### src/rtl/input_script_player.sv
// Scripted key-matrix stimulus player: replays timed button masks, paced by retired
// instructions, onto the CPU's S/K matrix. Define INPUT_SCRIPT_PRIORITY_SCAN_EN for lowest-row-wins scanning.
module input_script_player #(
  parameter  int ROWS    = 8,
  parameter  int COLS    = 4,
  parameter  int EVENTS  = 16,
  parameter  int DELTA_W = 24,
  localparam int BTN     = ROWS * COLS,
  localparam int AW      = $clog2(EVENTS)
) (
  input  logic               clk,
  input  logic               reset_n,
  input  logic               clk_en,
  input  logic               step,
  input  logic               start,
  input  logic               script_we,
  input  logic [AW-1:0]      script_addr,
  input  logic [DELTA_W-1:0] script_delta,
  input  logic [BTN-1:0]     script_mask,
  input  logic [AW:0]        script_len,
  input  logic [BTN-1:0]     manual_buttons,
  input  logic [ROWS-1:0]    shifter_s,
  output logic [COLS-1:0]    input_k,
  output logic [BTN-1:0]     buttons,
  output logic               busy,
  output logic               done,
  output logic [31:0]        step_count
);

  typedef enum logic [2:0] {S_IDLE, S_LOAD, S_WAIT, S_APPLY, S_DONE} state_e;

  state_e               state_q, state_d;
  logic [AW:0]          idx_q, idx_d;
  logic [AW:0]          len_q, len_clamped;
  logic [DELTA_W-1:0]   cnt_q, cnt_inc;
  logic [BTN-1:0]       buttons_q, eff;
  logic [31:0]          step_count_q;
  logic [DELTA_W+BTN-1:0] mem [EVENTS];
  logic [DELTA_W+BTN-1:0] rd_q;
  logic [DELTA_W-1:0]   rd_delta;
  logic [BTN-1:0]       rd_mask;
  logic                 qstep, hit;

  assign qstep       = step & clk_en;
  assign len_clamped = (script_len > (AW+1)'(EVENTS)) ? (AW+1)'(EVENTS) : script_len;
  assign {rd_delta, rd_mask} = rd_q;
  assign cnt_inc     = cnt_q + DELTA_W'(1);
  // The final qualifying step is matched as it arrives, so the mask lands one cycle later.
  assign hit         = (cnt_q == rd_delta) || (qstep && (cnt_inc == rd_delta));

  // NOTE: sequential state uses non-blocking assignments so every register samples pre-edge values.
  always_ff @(posedge clk or negedge reset_n) begin
    if (!reset_n) state_q <= S_IDLE;
    else          state_q <= state_d;
  end

  // NOTE: every combinational output gets a default first so no path can infer a latch.
  always_comb begin
    state_d = state_q;
    idx_d   = idx_q;
    if (start) begin
      idx_d   = '0;
      state_d = (len_clamped == '0) ? S_DONE : S_LOAD;
    end else begin
      case (state_q)
        S_LOAD:  state_d = (rd_delta == '0) ? S_APPLY : S_WAIT;
        S_WAIT:  if (hit) state_d = S_APPLY;
        S_APPLY: begin
          idx_d   = idx_q + (AW+1)'(1);
          state_d = (idx_d == len_q) ? S_DONE : S_LOAD;
        end
        default: ;
      endcase
    end
  end

  always_comb begin
    busy = 1'b0;
    done = 1'b0;
    case (state_q)
      S_LOAD, S_WAIT, S_APPLY: busy = 1'b1;
      S_DONE:                  done = 1'b1;
      default: ;
    endcase
  end

  always_ff @(posedge clk or negedge reset_n) begin
    if (!reset_n) begin
      idx_q        <= '0;
      len_q        <= '0;
      cnt_q        <= '0;
      buttons_q    <= '0;
      step_count_q <= '0;
    end else begin
      idx_q <= idx_d;
      if (start) begin
        len_q        <= len_clamped;
        cnt_q        <= '0;
        buttons_q    <= '0;
        step_count_q <= '0;
      end else begin
        if (qstep && (busy || done) && (step_count_q != '1))
          step_count_q <= step_count_q + 32'd1;
        if (state_q == S_LOAD)
          cnt_q <= '0;
        else if (state_q == S_WAIT && qstep)
          cnt_q <= cnt_inc;
        if (state_q == S_APPLY)
          buttons_q <= rd_mask;
      end
    end
  end

  // NOTE: the script RAM and its read register are deliberately left unreset so they map to block RAM.
  // The read address follows idx_d, so the current event is already on rd_q during LOAD.
  always_ff @(posedge clk) begin
    if (script_we && !busy)
      mem[script_addr] <= {script_delta, script_mask};
    rd_q <= mem[idx_d[AW-1:0]];
  end

  assign buttons    = buttons_q;
  assign step_count = step_count_q;
  assign eff        = buttons_q | manual_buttons;

`ifdef INPUT_SCRIPT_PRIORITY_SCAN_EN
  logic found;
  always_comb begin
    input_k = '0;
    found   = 1'b0;
    for (int r = 0; r < ROWS; r++) begin
      if (shifter_s[r] && !found) begin
        input_k = eff[r*COLS +: COLS];
        found   = 1'b1;
      end
    end
  end
`else
  always_comb begin
    input_k = '0;
    for (int r = 0; r < ROWS; r++)
      if (shifter_s[r]) input_k = input_k | eff[r*COLS +: COLS];
  end
`endif

endmodule

### config.mk
export PLATFORM = sky130hd
export DESIGN_NAME = input_script_player
export DESIGN_NICKNAME = d
export VERILOG_FILES = /design/src/rtl/input_script_player.sv
export SDC_FILE = /design/constraint.sdc
export NUM_CORES = 1
export LEC_CHECK = 0
export CAP_MARGIN = 20
export CELL_PAD_IN_SITES_DETAIL_PLACEMENT = 1
export CELL_PAD_IN_SITES_GLOBAL_PLACEMENT = 1
export CORE_MARGIN = 2
export CORE_UTILIZATION = 35
export DETAILED_ROUTE_END_ITERATION = 16
export GPL_TIMING_DRIVEN = 0
export PLACE_DENSITY = 0.66
export SLEW_MARGIN = 20
export SYNTH_ARGS = -nofsm -noshare
export SYNTH_HDL_FRONTEND = slang
export SYNTH_SLANG_ARGS = --single-unit
export TNS_END_PERCENT = 10
### constraint.sdc
create_clock -name clk -period 7 [get_ports clk]
set_input_delay 1.4 -clock clk [delete_from_list [all_inputs] [get_ports clk]]
set_output_delay 1.4 -clock clk [all_outputs]
set_load 0.1 [all_outputs]
==> results.toml <==
[run_status]
status = "completed"

[die]
fp.dieW_um = 351.0
ios = 181
fp-row-count = 127
floorplan.die_area_mm2 = 0.1232
effective_utilization_at_floorplan_pct = 35.22
design.core.area_mm2 = 0.1197
height_of_the_chip_um = 351.0

[sta]
min_period_over_period_pct = 72.70
setup-violations-final = 0
fin_worst_hold_slack_ns = 0.4416
fin_skew_ns = 0.07172
timing.final.max_slew_violations = 0
unrepaired_setup_endpoints_after_global_routing = "false"
relSlewSlack_pct = 19.78
worst-slew-pin-transition_ns = 1.203
timing.fmax_mhz = 196.5
fin_crit_ns = 5.089
finalHoldViolCount = 0
final.setup.worst_slack_ns = 1.911

[logic_synthesis]
synth_flop_cell = "edfxtp_1"
post_synth.cell_area_avg_um2 = 17.79
portion_of_the_post_synthesis_area_used_by_sequential_elements_pct = 72.50
yosysWarningCount = 0
synth.distinct_cells = 52
async_reset_ff_share_pct = 9.592
post_synth_instance_area_mm2 = 0.04215
synth-edff-count = 896
synth_nets = 2483
synthCells = 2369
synth-seq-cells = 1053

[setup_path]
worst-setup-path-type = "in2out"
r2r_slack_ns = 2.93
worstSetupEndpointType = "output port"
worst_ep_arrival_time_ns = 3.69
cp.required_ns = 5.60
critical_path.startpoint_type = "input pin"
crit_fanout = 1

[cts]
cts_repair_resize_count = 0
htree_num_levels = 3
clock_sink_count = 1053
clk_latency_ns = 0.71
cts.repair_timing.setup_buffer_count = 0
tritoncts = "built"
cts.clk_slew.worst_paths_ns = 0.06
cts_buffer_depth = 3
postCtsHoldBufs = 0
clock-root-buffer = "clkbuf_16"
tritoncts.num_buffers = 108

[hold_path]
min_path_type = "reg2reg"

[cells_and_area]
area_growth_pct = 21.59
final_nets = 2855
final_layout_size_suffix_gt1_share_pct = 17.10
most-common-layout-cells = "edfxtp_1, mux2i_1, clkdlybuf4s50_1, clkbuf_16, mux4_2"
mostFrequentLayoutCell = "edfxtp_1"
layout.core_utilization_pct = 42.83

[global_routing]
grt_first_pass_wirelength_um = 171800
vias_in_the_first_global_route = 25050
pin_count_of_the_biggest_net_entering_global_routing = 54
grtUsageTotal_pct = 19.17
grt_overflow_total = 0
antenna_found_initial = 18

[placed_design]
detailed_place_hpwl_um = 81050
place.port_buffers = 179
gp_congestion = 0.8622
place_worst_setup_slack_ns = 1.921

[route]
drt_drc_violations_left = 0
drt.antenna.violating_nets = 0
vias_per_cell = 5.188
finalWirelength_um = 117800
detailroute.via_count = 23110
drt-wirelength-per-cell_um = 26.43
detailedRoute.firstPassIterationCount = 5
drt_initial_violations = 1827

[power_and_ir_drop]
vdd_ir_drop_max_uv = 224.1
power_density_mw_per_mm2 = 271.1
power_leakage_nw = 15.87

[job]
drv.max_cap_violation_count = 0
per-stage QoR:
stage	setup TNS [ns]	std cells	total power, mW	instance area (um2)
finish	0	4455	13.89	51240
global route	0	4452	14.27	51240
CTS	0	4449	14.01	51230
detailed placement	0	4243	7.979	47420
global placement	-2076.95	4160	7.930	45950
floorplan	0	2369	7.567	42150
cell families (layout without fill, tap and decap cells):
group	after synthesis	in the layout	share of synthesized area [%]
AO/OA/AOI/OAI	113	113	1.464
XOR/XNOR	98	98	2.037
adder cells (fa/ha/maj)	3	3	0.08907
buffers and inverters	130	598	1.755
flip-flops	1053	1053	72.50
multiplexers	620	620	18.06
other	0	6	0
AND/OR/NAND/NOR	352	352	4.100
cell type report:
type                    instances  area, um2
diodes                          6      15.01
plain buffers                 117      690.7
clock buffers                 149       3134
clock inverters                57      670.6
fillers                     11580      68410
inverters                      13      48.80
multi-input cells            1186      10970
flip-flops and latches       1053      30550
well taps                    1612       2017
repair buffers                262       3147
routing by layer:
metal  GRT usage [%]  vias up  wire length, um
met5               0        -              156
met1           25.96    12200            50790
met4           5.115       24             2668
met3           3.643      194             7391
met2           31.62      684            56750
li1                -    10010                -
registers in the layout (all words and copies together) (netlist names):
| name | flops |
|---|---|
| idx_q | 5 |
| rd_q | 56 |
| len_q | 5 |
| buttons | 32 |
| step_count | 32 |
| mem | 896 |
| cnt_q | 24 |
| state_q | 3 |
synth_stat cells (32+ instances only):
| library cell | count | area [um2] |
|---|---|---|
| buf_4 | 39 | 292.8 |
| mux4_2 | 112 | 2522 |
| a21oi_1 | 43 | 215.2 |
| xor2_1 | 44 | 385.4 |
| nand2_1 | 109 | 409.1 |
| xnor2_1 | 54 | 473.0 |
| nor2_1 | 84 | 315.3 |
| clkbuf_1 | 32 | 120.1 |
| mux2i_1 | 505 | 5055 |
| o21ai_0 | 49 | 245.2 |
| dfxtp_1 | 56 | 1121 |
| edfxtp_1 | 896 | 26910 |
| dfrtp_1 | 101 | 2527 |
where the power goes:
| group | leakage, nW | total, mW | switching, mW | internal [mW] |
|---|---|---|---|---|
| logic | 4.07 | 0.877 | 0.559 | 0.318 |
| clock network | 1.86 | 6.05 | 2.49 | 3.56 |
| registers | 9.94 | 6.97 | 0.0587 | 6.91 |
| total | 15.9 | 13.9 | 3.11 | 10.8 |
final timing paths:
check                                  start  cells after the start     endpoint
setup / recovery           manual_buttons[4]                      5   input_k[0]
hold / removal                      rd_q[21]                      2  buttons[21]
setup reg to reg                  state_q[0]                     10     rd_q[39]
hold reg to reg                     rd_q[21]                      2  buttons[21]
max in group asynchronous            reset_n                      2  buttons[28]
min in group asynchronous            reset_n                      1    cnt_q[21]
critical path, cell delays in order:
cell,delay (ns)
clkdlybuf4s50_1,0.39
o21ai_0,0.45
nand4_1,0.14
or2_2,0.33
clkdlybuf4s50_1,0.98
Power figures use the tool's default switching activity.
